File: config.mk
export PLATFORM = sky130hd
export DESIGN_NAME = vcfg_unit_flat
export DESIGN_NICKNAME = d
export VERILOG_FILES = /design/src/rtl/rvv_cfg_pkg.sv /design/src/rtl/vcfg_unit_if.sv /design/src/rtl/vlmax_calc.sv /design/src/rtl/vcfg_unit.sv /design/src/flat_wrapper.sv
export SDC_FILE = /design/constraint.sdc
export NUM_CORES = 1
export LEC_CHECK = 0
export CAP_MARGIN = 5
export CORE_AREA = 2 2 107 150
export DETAILED_ROUTE_END_ITERATION = 16
export DIE_AREA = 0 0 109 152
export SYNTH_ARGS = -nofsm -noshare
export SYNTH_HDL_FRONTEND = slang
export SYNTH_SLANG_ARGS = --single-unit
File: constraint.sdc
create_clock -name clk -period 3.9 [get_ports clk]
set_input_delay 0.78 -clock clk [delete_from_list [all_inputs] [get_ports clk]]
set_output_delay 0.78 -clock clk [all_outputs]
set_load 0.01 [all_outputs]
File: src/rtl/rvv_cfg_pkg.sv
// Shared encodings for the vector configuration unit (vcfg_unit).
// Holds the vset* instruction type and AVL-mode encodings, the FSM state
// enum, the SEW/LMUL encodings the legality check needs, the vtype field
// offsets, and a helper that decodes fractional LMUL.
package rvv_cfg_pkg;

    // Which vset* flavour issued the request; 01 behaves as vsetvli.
    typedef enum logic [1:0] {
        CFG_VSETVLI  = 2'b00,
        CFG_RSVD     = 2'b01,
        CFG_VSETVL   = 2'b10,
        CFG_VSETIVLI = 2'b11
    } cfg_type_e;

    // AVL source. Bit 1 set means "keep the current vl" (rs1 = rd = x0).
    localparam logic [1:0] AVL_USE_IN   = 2'b00;
    localparam logic [1:0] AVL_USE_MAX  = 2'b01;
    localparam int         AVL_KEEP_BIT = 1;

    typedef enum logic [1:0] {
        ST_IDLE   = 2'b00,
        ST_CALC   = 2'b01,
        ST_COMMIT = 2'b10,
        ST_RESP   = 2'b11
    } state_e;

    localparam logic [2:0] SEW_64    = 3'b011;
    localparam logic [2:0] LMUL_1    = 3'b000;
    localparam logic [2:0] LMUL_RSVD = 3'b100;

    // vtype field positions
    localparam int VTYPE_VLMUL_LSB = 0;
    localparam int VTYPE_VSEW_LSB  = 3;
    localparam int VTYPE_VTA_BIT   = 6;
    localparam int VTYPE_VMA_BIT   = 7;
    localparam int VTYPE_RSVD_LSB  = 8;

    // log2 of the LMUL divisor for fractional settings (1/8 -> 3, 1/4 -> 2,
    // 1/2 -> 1); integral and reserved encodings return 0.
    function automatic logic [2:0] lmul_frac_log2(input logic [2:0] vlmul);
        logic [2:0] r;
        case (vlmul)
            3'b101:  r = 3'd3;
            3'b110:  r = 3'd2;
            3'b111:  r = 3'd1;
            default: r = 3'd0;
        endcase
        return r;
    endfunction

endpackage

File: src/rtl/vcfg_unit_if.sv
// Bus bundle of the vector configuration unit.
// slave  : the unit's view (request in, CSRs and writeback out).
// master : the decoder / writeback / lane side.
// Request: in_valid/in_ready, flush, cfg_type, avl_mode, avl_in, vtype_in.
// CSRs   : vl, vsew, vlmul, vta, vma, vill, new_vl.
// Writeback: wb_valid/wb_ready, wb_data.
interface vcfg_unit_if #(
    parameter int XLEN    = 32,
    parameter int VL_BITS = 15
);
    logic               in_valid;
    logic               in_ready;
    logic               flush;
    logic [1:0]         cfg_type;
    logic [1:0]         avl_mode;
    logic [XLEN-1:0]    avl_in;
    logic [XLEN-1:0]    vtype_in;
    logic [VL_BITS-1:0] vl;
    logic [2:0]         vsew;
    logic [2:0]         vlmul;
    logic               vta;
    logic               vma;
    logic               vill;
    logic               new_vl;
    logic               wb_valid;
    logic               wb_ready;
    logic [XLEN-1:0]    wb_data;

    modport slave (
        input  in_valid, flush, cfg_type, avl_mode, avl_in, vtype_in, wb_ready,
        output in_ready, vl, vsew, vlmul, vta, vma, vill, new_vl, wb_valid, wb_data
    );

    modport master (
        output in_valid, flush, cfg_type, avl_mode, avl_in, vtype_in, wb_ready,
        input  in_ready, vl, vsew, vlmul, vta, vma, vill, new_vl, wb_valid, wb_data
    );
endinterface

File: src/rtl/vlmax_calc.sv
// Combinational VLMAX and vtype legality.
// Inputs : vsew, vlmul (vtype fields), rsvd_nz (reserved vtype bits nonzero).
// Outputs: vlmax = VLEN >> (3 + vsew - signed(vlmul)), illegal flag.
// Macro RVV_LMUL_EN: when defined the full LMUL range 1/8..8 is legal;
// otherwise only LMUL=1 is accepted and the shift is 3 + vsew.
module vlmax_calc
    import rvv_cfg_pkg::*;
#(
    parameter int VLEN          = 16384,
    parameter int VL_BITS       = $clog2(VLEN) + 1,
    parameter bit ENABLE_64_BIT = 1'b1
) (
    input  logic [2:0]         vsew,
    input  logic [2:0]         vlmul,
    input  logic               rsvd_nz,
    output logic [VL_BITS-1:0] vlmax,
    output logic               illegal
);

    localparam logic [VL_BITS-1:0] VLEN_V = VL_BITS'(VLEN);
    // log2(ELEN) - 3, i.e. the largest legal vsew encoding
    localparam logic [2:0] ELEN_LOG2_M3 = ENABLE_64_BIT ? 3'd3 : 3'd2;

    logic [4:0] shift_s;
    logic       sew_bad_s;
    logic       lmul_bad_s;
    logic       ratio_bad_s;

    // Shift amount, VLMAX and each legality term
    always_comb begin
        shift_s     = 5'd3 + {2'b00, vsew};
        lmul_bad_s  = 1'b0;
        ratio_bad_s = 1'b0;
`ifdef RVV_LMUL_EN
        // Subtract signed LMUL exponent; the minimum result is 0, so the
        // shift never goes negative.
        shift_s    = shift_s - {{2{vlmul[2]}}, vlmul};
        lmul_bad_s = (vlmul == LMUL_RSVD);
        // Fractional LMUL must satisfy LMUL >= SEW/ELEN.
        ratio_bad_s = ({1'b0, vsew} + {1'b0, lmul_frac_log2(vlmul)}) > {1'b0, ELEN_LOG2_M3};
`else
        lmul_bad_s = (vlmul != LMUL_1);
`endif
        vlmax     = VLEN_V >> shift_s;
        sew_bad_s = (vsew > SEW_64) || ((vsew == SEW_64) && !ENABLE_64_BIT);
        illegal   = rsvd_nz | sew_bad_s | lmul_bad_s | ratio_bad_s
                  | (vlmax == {VL_BITS{1'b0}});
    end

endmodule

File: src/rtl/vcfg_unit.sv
// Vector configuration unit: executes vsetvli / vsetivli / vsetvl.
// Ports: clk, rst (synchronous, active high), bus (vcfg_unit_if.slave):
//   request handshake in, committed vl/vtype CSRs out, writeback handshake out.
// Flow: IDLE accepts -> CALC registers VLMAX/legality -> COMMIT writes CSRs and
// raises wb_valid/new_vl -> RESP holds writeback until wb_ready.
// Macro RVV_LMUL_EN enables non-unit LMUL (see vlmax_calc).
module vcfg_unit
    import rvv_cfg_pkg::*;
#(
    parameter int XLEN          = 32,
    parameter int VLEN          = 16384,
    parameter int VL_BITS       = $clog2(VLEN) + 1,
    parameter bit ENABLE_64_BIT = 1'b1
) (
    input  logic       clk,
    input  logic       rst,
    vcfg_unit_if.slave bus
);

    state_e             state_r, next_state_s;
    logic               accept_s, commit_s;
    logic [1:0]         avl_mode_r;
    logic [XLEN-1:0]    avl_r;
    logic [XLEN-2:0]    vtype_r;      // top bit (vill position) is ignored
    logic [VL_BITS-1:0] vlmax_s, vlmax_r;
    logic               illegal_s, illegal_r;
    logic [VL_BITS-1:0] vl_new_s;
    logic               ill_new_s;
    logic [VL_BITS-1:0] vl_r;
    logic [2:0]         vsew_r, vlmul_r;
    logic               vta_r, vma_r, vill_r, new_vl_r, wb_valid_r;
    logic [XLEN-1:0]    wb_data_r;

    vlmax_calc #(
        .VLEN          (VLEN),
        .VL_BITS       (VL_BITS),
        .ENABLE_64_BIT (ENABLE_64_BIT)
    ) u_vlmax (
        .vsew    (vtype_r[VTYPE_VSEW_LSB +: 3]),
        .vlmul   (vtype_r[VTYPE_VLMUL_LSB +: 3]),
        .rsvd_nz (|vtype_r[XLEN-2:VTYPE_RSVD_LSB]),
        .vlmax   (vlmax_s),
        .illegal (illegal_s)
    );

    // FSM state register
    always_ff @(posedge clk) begin
        if (rst) begin
            state_r <= ST_IDLE;
        end else begin
            state_r <= next_state_s;
        end
    end

    // FSM next state; flush only matters before the commit edge
    always_comb begin
        next_state_s = state_r;
        accept_s     = 1'b0;
        commit_s     = 1'b0;
        case (state_r)
            ST_IDLE: begin
                if (bus.in_valid) begin
                    next_state_s = ST_CALC;
                    accept_s     = 1'b1;
                end else begin
                    next_state_s = ST_IDLE;
                end
            end
            ST_CALC: begin
                if (bus.flush) begin
                    next_state_s = ST_IDLE;
                end else begin
                    next_state_s = ST_COMMIT;
                end
            end
            ST_COMMIT: begin
                if (bus.flush) begin
                    next_state_s = ST_IDLE;
                end else begin
                    next_state_s = ST_RESP;
                    commit_s     = 1'b1;
                end
            end
            ST_RESP: begin
                if (bus.wb_ready) begin
                    next_state_s = ST_IDLE;
                end else begin
                    next_state_s = ST_RESP;
                end
            end
            default: next_state_s = ST_IDLE;
        endcase
    end

    // New vl selection; AVL is compared at full XLEN so large AVLs saturate
    always_comb begin
        vl_new_s  = {VL_BITS{1'b0}};
        ill_new_s = illegal_r;
        if (illegal_r) begin
            vl_new_s = {VL_BITS{1'b0}};
        end else if (avl_mode_r[AVL_KEEP_BIT]) begin
            // Keeping vl is only legal if it still fits the new VLMAX.
            if (vl_r > vlmax_r) begin
                ill_new_s = 1'b1;
                vl_new_s  = {VL_BITS{1'b0}};
            end else begin
                vl_new_s = vl_r;
            end
        end else if (avl_mode_r == AVL_USE_MAX) begin
            vl_new_s = vlmax_r;
        end else if (avl_r < {{(XLEN-VL_BITS){1'b0}}, vlmax_r}) begin
            vl_new_s = avl_r[VL_BITS-1:0];
        end else begin
            vl_new_s = vlmax_r;
        end
    end

    // Request capture, VLMAX pipeline register, CSR commit and writeback
    always_ff @(posedge clk) begin
        if (rst) begin
            avl_mode_r <= 2'b00;
            avl_r      <= {XLEN{1'b0}};
            vtype_r    <= {(XLEN-1){1'b0}};
            vlmax_r    <= {VL_BITS{1'b0}};
            illegal_r  <= 1'b0;
            vl_r       <= {VL_BITS{1'b0}};
            vsew_r     <= 3'd0;
            vlmul_r    <= 3'd0;
            vta_r      <= 1'b0;
            vma_r      <= 1'b0;
            vill_r     <= 1'b1;
            new_vl_r   <= 1'b0;
            wb_valid_r <= 1'b0;
            wb_data_r  <= {XLEN{1'b0}};
        end else begin
            new_vl_r <= 1'b0;
            if (accept_s) begin
                // vsetivli always takes its AVL from the zero-extended uimm.
                avl_mode_r <= (bus.cfg_type == CFG_VSETIVLI) ? AVL_USE_IN : bus.avl_mode;
                avl_r      <= bus.avl_in;
                vtype_r    <= bus.vtype_in[XLEN-2:0];
            end
            if (state_r == ST_CALC) begin
                vlmax_r   <= vlmax_s;
                illegal_r <= illegal_s;
            end
            if (commit_s) begin
                vl_r       <= vl_new_s;
                vill_r     <= ill_new_s;
                vsew_r     <= ill_new_s ? 3'd0 : vtype_r[VTYPE_VSEW_LSB +: 3];
                vlmul_r    <= ill_new_s ? 3'd0 : vtype_r[VTYPE_VLMUL_LSB +: 3];
                vta_r      <= ill_new_s ? 1'b0 : vtype_r[VTYPE_VTA_BIT];
                vma_r      <= ill_new_s ? 1'b0 : vtype_r[VTYPE_VMA_BIT];
                new_vl_r   <= 1'b1;
                wb_valid_r <= 1'b1;
                wb_data_r  <= {{(XLEN-VL_BITS){1'b0}}, vl_new_s};
            end else if ((state_r == ST_RESP) && bus.wb_ready) begin
                wb_valid_r <= 1'b0;
            end
        end
    end

    assign bus.in_ready = (state_r == ST_IDLE) & ~rst;
    assign bus.vl       = vl_r;
    assign bus.vsew     = vsew_r;
    assign bus.vlmul    = vlmul_r;
    assign bus.vta      = vta_r;
    assign bus.vma      = vma_r;
    assign bus.vill     = vill_r;
    assign bus.new_vl   = new_vl_r;
    assign bus.wb_valid = wb_valid_r;
    assign bus.wb_data  = wb_data_r;

endmodule

File: src/flat_wrapper.sv
// flat-port wrapper written by rule: the top's interface ports become plain ports
module vcfg_unit_flat import rvv_cfg_pkg::*;
#(
    parameter int XLEN          = 32,
    parameter int VLEN          = 16384,
    parameter int VL_BITS       = $clog2(VLEN) + 1,
    parameter bit ENABLE_64_BIT = 1'b1
)
  (clk, rst, bus_in_valid, bus_flush, bus_cfg_type, bus_avl_mode, bus_avl_in, bus_vtype_in, bus_wb_ready, bus_in_ready, bus_vl, bus_vsew, bus_vlmul, bus_vta, bus_vma, bus_vill, bus_new_vl, bus_wb_valid, bus_wb_data);
  vcfg_unit_if #(.XLEN(XLEN), .VL_BITS(VL_BITS)) bus_i ();
  input  logic clk;
  input  logic rst;
  input wire logic [$bits(bus_i.in_valid)-1:0] bus_in_valid;
  input wire logic [$bits(bus_i.flush)-1:0] bus_flush;
  input wire logic [$bits(bus_i.cfg_type)-1:0] bus_cfg_type;
  input wire logic [$bits(bus_i.avl_mode)-1:0] bus_avl_mode;
  input wire logic [$bits(bus_i.avl_in)-1:0] bus_avl_in;
  input wire logic [$bits(bus_i.vtype_in)-1:0] bus_vtype_in;
  input wire logic [$bits(bus_i.wb_ready)-1:0] bus_wb_ready;
  output wire logic [$bits(bus_i.in_ready)-1:0] bus_in_ready;
  output wire logic [$bits(bus_i.vl)-1:0] bus_vl;
  output wire logic [$bits(bus_i.vsew)-1:0] bus_vsew;
  output wire logic [$bits(bus_i.vlmul)-1:0] bus_vlmul;
  output wire logic [$bits(bus_i.vta)-1:0] bus_vta;
  output wire logic [$bits(bus_i.vma)-1:0] bus_vma;
  output wire logic [$bits(bus_i.vill)-1:0] bus_vill;
  output wire logic [$bits(bus_i.new_vl)-1:0] bus_new_vl;
  output wire logic [$bits(bus_i.wb_valid)-1:0] bus_wb_valid;
  output wire logic [$bits(bus_i.wb_data)-1:0] bus_wb_data;
  assign bus_i.in_valid = bus_in_valid;
  assign bus_i.flush = bus_flush;
  assign bus_i.cfg_type = bus_cfg_type;
  assign bus_i.avl_mode = bus_avl_mode;
  assign bus_i.avl_in = bus_avl_in;
  assign bus_i.vtype_in = bus_vtype_in;
  assign bus_i.wb_ready = bus_wb_ready;
  assign bus_in_ready = bus_i.in_ready;
  assign bus_vl = bus_i.vl;
  assign bus_vsew = bus_i.vsew;
  assign bus_vlmul = bus_i.vlmul;
  assign bus_vta = bus_i.vta;
  assign bus_vma = bus_i.vma;
  assign bus_vill = bus_i.vill;
  assign bus_new_vl = bus_i.new_vl;
  assign bus_wb_valid = bus_i.wb_valid;
  assign bus_wb_data = bus_i.wb_data;
  vcfg_unit #(.XLEN(XLEN), .VLEN(VLEN), .VL_BITS(VL_BITS), .ENABLE_64_BIT(ENABLE_64_BIT)) u_core (.clk(clk), .rst(rst), .bus(bus_i));
endmodule
# ---- Word level (Yosys, flattened, before mapping)
# Cells that the tools add are included.
dict set report word_totals {
  reg_bits 109
  output_inout_bits 59
}
dict set report classes {
  add_sub_neg 1
  order_cmp 3
  eq_ne 6
  shifts 1
  muxes 25
  bitwise 5
  n_reduce_logical 7
}
# operator n
set op_table {}
lappend op_table {{two-way mux 15 bit} 5}
lappend op_table {{< comparator 32 x 15 -> 1 bit} 1}
lappend op_table {{OR reduction 23 bit} 1}
lappend op_table {{greater-than comparator 15 bit} 1}
lappend op_table {{logical NOT 15 bit} 1}
lappend op_table {{right shift 15 x 5 -> 15 bit (first input constant)} 1}
lappend op_table {{two-way mux 1 bit} 13}
lappend op_table {{two-way mux 2 bit} 4}
lappend op_table {{one-hot mux 2 bit (4 select lines)} 1}
lappend op_table {{== test 2 bit (second input constant)} 3}
lappend op_table {{two-way mux 3 bit} 2}
lappend op_table {{adder 2 x 3 -> 4 bit (first input constant)} 1}
lappend op_table {{== test 2 x 1 -> 1 bit (second input constant)} 2}
lappend op_table {{greater-than comparator 3 x 2 -> 1 bit (second input constant)} 1}
lappend op_table {{!= test 3 bit (second input constant)} 1}
lappend op_table {{OR 1 bit} 3}
lappend op_table {{nonzero test 3 bit} 1}
lappend op_table {{logical NOT 2 bit} 1}
lappend op_table {{AND reduction 2 bit} 1}
lappend op_table {{nonzero test 2 bit} 1}
lappend op_table {{bitwise AND 1 bit} 1}
lappend op_table {{logical AND 1 bit} 1}
lappend op_table {{NOT 1 bit} 1}

# ---- Logic depth before layout (Yosys ltp)
dict set report depth {
  depth_word 5
  mapped_depth 8
}

# ---- By module
# A second synthesis with hierarchy kept.
dict set report unflattened {
  cells_unflattened 618
  area_unflattened_um2 5104.9
}
# module instances cells_each area_each_um2 seq_area_each_um2
set by_module_without_submodules {}
lappend by_module_without_submodules {vcfg_unit 1 597 4963.5 2182.1}
lappend by_module_without_submodules {vlmax_calc 1 21 141.4 0.0}

# ---- Worst setup path after synthesis
# Ideal clock, no wire load.
dict set report synth_path {
  path_kind {input to output}
  startpoint {input rst}
  endpoint {output bus_in_ready}
  t_arrival_ps 1481
  slack_ps 1639
  cell_stages 3
  n_path_buf 2
  path_cell_list {clkbuf_1 > clkbuf_1 > nor3_1}
}
dict set report synth_via {
  elab_chain_cells 2
}
# element line
set synth_rtl {}
lappend synth_rtl {{start: declaration} flat_wrapper.sv:12} ;# input logic rst;
lappend synth_rtl {{NOT 1 bit} vcfg_unit.sv:163} ;# assign bus.in_ready = (state_r == ST_IDLE) & ~rst;
lappend synth_rtl {{bitwise AND 1 bit} vcfg_unit.sv:163}
lappend synth_rtl {{end: declaration} flat_wrapper.sv:20} ;# output wire logic [$bits(bus_i.in_ready)-1:0] bus_in_ready;
# Every way passes these cells.

# ---- Worst setup path after layout
# Ends and elaborated chain as after synthesis.

==> metrics.csv <==
stage;metric;value;unit
finish;nFillCells;1599;
finish;seqCellArea;2040;sq um
global_route;antenna_found_initial;0;
outcome;outcome;finished clean;
die;boundaryPins;132;
route;ant_nets;0;
placement;io_buffers;113;
clock_network;htreeDepth;3;
power_and_ir_drop;finalPower;0.00239;W
timing;slew_viol_final;0;
die;die_w;109;um
timing;setup_tns;0;ns
route;vias_per_cell;4.72;
yosys;syn-cell-area;4460;sq um
global_route;grt_max_degree;54;
global_route;busiest_layer;met2;
clock_network;cts_buffers;9;
clock_network;ctsHoldBuffers;0;
global_route;grt_pass1_vias;3610;
timing;rsz0062_at_grt;no;
placement;dp_slack;1.02;ns
run;drv_cap;0;
timing;worstMarginPinSlew;0.699;ns
critical_path;critPathCaptureType;output pin;
timing;max_freq;353;MHz
yosys;syn_area_per_cell;8.25;sq um
clock_network;postCtsSetupRepairBufs;0;
global_route;met1_usage;0.163;
clock_network;cts_sinks;102;
global_route;grt_use_met2;0.229;
route;post_drt_wl_per_cell;13.7;um
global_route;grt_usage;0.136;
critical_path;path_class;input port to output pin;
route;route.detailed.drc;0;
timing;finalWorstSetupSlack;1.07;ns
yosys;async_flop_share;0;
yosys;synth_seq_cells;102;
global_route;grt_pass1_wl;17700;um
clock_network;clkLatencyLatePin;0.34;ns
timing;hold_viol;0;
clock_network;clkSlewWorstSetupHoldPaths;0.07;ns
placement;dp_hpwl;8420;um
placement;place_congestion;0.864;
die;core_region_area;15300;sq um
die;die_height;152;um
timing;setup_viol;0;
finish;synthToLayoutAreaGrowth;32.2;%
placement;dpl_cell_area;5570;sq um
timing;slew_headroom;0.534;
route;num_vias;3882;
yosys;yosysWarningCount;0;
critical_path;crit_fanout;32;
die;start_util;0.291;
yosys;synth_edf_count;0;
finish;multi_input_area;2070;sq um
power_and_ir_drop;leakagePower;2.19;nW
clock_network;cts_tree;built;
finish;drive_above_1_share;0.0590;
yosys;synthFlopType;dfxtp_1;
route;dr.pass1.iters;6;
finish;antennaDiodeCount;0;
critical_path;required;3.12;ns
yosys;seq_area_frac_synth;0.458;
die;fp-row-count;54;
clock_network;cts_resized;0;
yosys;synth_cell_type_count;46;
timing;skew;0.00958;ns
critical_path;arrival;2.05;ns
route;wl;11200;um
power_and_ir_drop;ir_drop;0.199;mV
route;drtIter0Drc;182;
yosys;syn_inst;540;
power_and_ir_drop;cellPowerDensity;406;nW/um^2
finish;final_area;5890;sq um
global_route;grt.met3_usage;0.0365;
finish;fin_util;0.384;
global_route;grt_overflow;0;
worst_hold_path;hp-class;register to register;
critical_path;startpoint_type;input port;
timing;period_minus_slack;2.83;ns
clock_network;clock-root-buffer;clkbuf_16;
die;fp.dieArea;16600;sq um
timing;min_period_over_period;0.726;
finish;fin_nets;711;
clock_network;clock_path_buffers;2;
[layer usage]
metal | wire length (um) | share of wire | up-vias
met1 | 4730 | 0.42 | 1792
met3 | 612 | 0.054 | 14
met5 | 0 | 0 | -
met2 | 5660 | 0.50 | 106
li1 | - | - | 1970
met4 | 233 | 0.021 | 0
[where the power goes]
part           leakage (nW)  switching (W)  total (W)  internal [W]
sequential            0.833      0.0000364    0.00113       0.00109
combinational          1.21       0.000161   0.000298      0.000137
clock                 0.150       0.000402   0.000970      0.000568
[worst max-delay path: stages]
cell and delay, ns:
buf_2 0.28, nor3_1 0.35, clkdlybuf4s50_1 0.61
[area by class of cell]
type,instances,share of cell area
multi-input combinational,379,0.352
sequential,102,0.347
timing repair buffer,118,0.197
tap,196,0.0416
clock buffer,10,0.0389
clock inverter,6,0.0157
inverter,12,0.00764
[placed cells by master, fill, tap and decap left out, drive strengths merged, types with 2 or more instances in the layout]
cell           instances
buf                    6
nor2                  25
o21a                   2
nor4                  12
o21ai                  2
conb                  17
nor3                  17
or3                    2
inv                   14
a22o                   8
a21o                   2
clkinvlp               2
a221o                  6
ha                    16
a32o                   4
bufinv                 2
clkbuf                10
a211o                  3
o2111ai                2
dfxtp                102
nand3                  4
nand2                145
and2                  10
a211oi                 3
nand4                  3
clkdlybuf4s50        112
nand2b                 3
a22oi                  5
and4                   2
a21oi                 76
[cell usage after synthesis, types with 4 or more instances]
library cell / count / area [sq um]
nor2_1: 25 / 93.8
nor3_1: 16 / 80.1
nand3_1: 4 / 20.0
nand2_1: 145 / 544
nor4_1: 12 / 75.1
and2_1: 10 / 62.6
a32o_1: 4 / 40.0
a21oi_1: 75 / 375
clkbuf_1: 19 / 71.3
ha_1: 16 / 200
buf_4: 32 / 240
a22o_1: 8 / 70.1
a221o_2: 5 / 56.3
inv_1: 12 / 45.0
dfxtp_1: 102 / 2040
buf_1: 10 / 37.5
a22oi_1: 5 / 37.5
[final timing paths]
check	from	end	slack, ns	depth (start not counted)
worst max-delay path	rst	bus_in_ready	1.07	3
worst min register to register	u_core.vtype_r[9]	u_core.vtype_r[9]	0.46	2
worst min-delay path	u_core.vtype_r[9]	u_core.vtype_r[9]	0.46	2
worst max register to register	u_core.vlmax_r[11]	u_core.bus.vl[9]	1.36	7
[flip-flops by register name (all words and copies together), names as in the netlist]
register             count
u_core.state_r           2
u_core.bus.vsew          3
u_core.avl_r            32
u_core.vlmax_r           8
u_core.bus.vma           1
u_core.bus.vta           1
u_core.bus.vl           15
u_core.vtype_r          31
u_core.bus.new_vl        1
u_core.bus.vill          1
u_core.bus.wb_valid      1
u_core.avl_mode_r        2
u_core.bus.vlmul         3
u_core.illegal_r         1
[logic make-up after synthesis]
logic type / Yosys count / share of synthesized area
AO/OA/AOI/OAI: 120 / 0.182
flip-flops: 102 / 0.458
other: 1 / 0.000841
AND/OR/NAND/NOR: 226 / 0.222
buffers and inverters: 75 / 0.0921
adder cells (fa/ha/maj): 16 / 0.0449
[per-stage QoR]
stage,std cells,hold WS [ns]
global route,823,0.475
finish,823,0.456
CTS,823,0.457
global placement,807,0.444
detailed placement,807,0.447
floorplan,556,0.432
No activity file was read; power rests on OpenSTA's default activity.
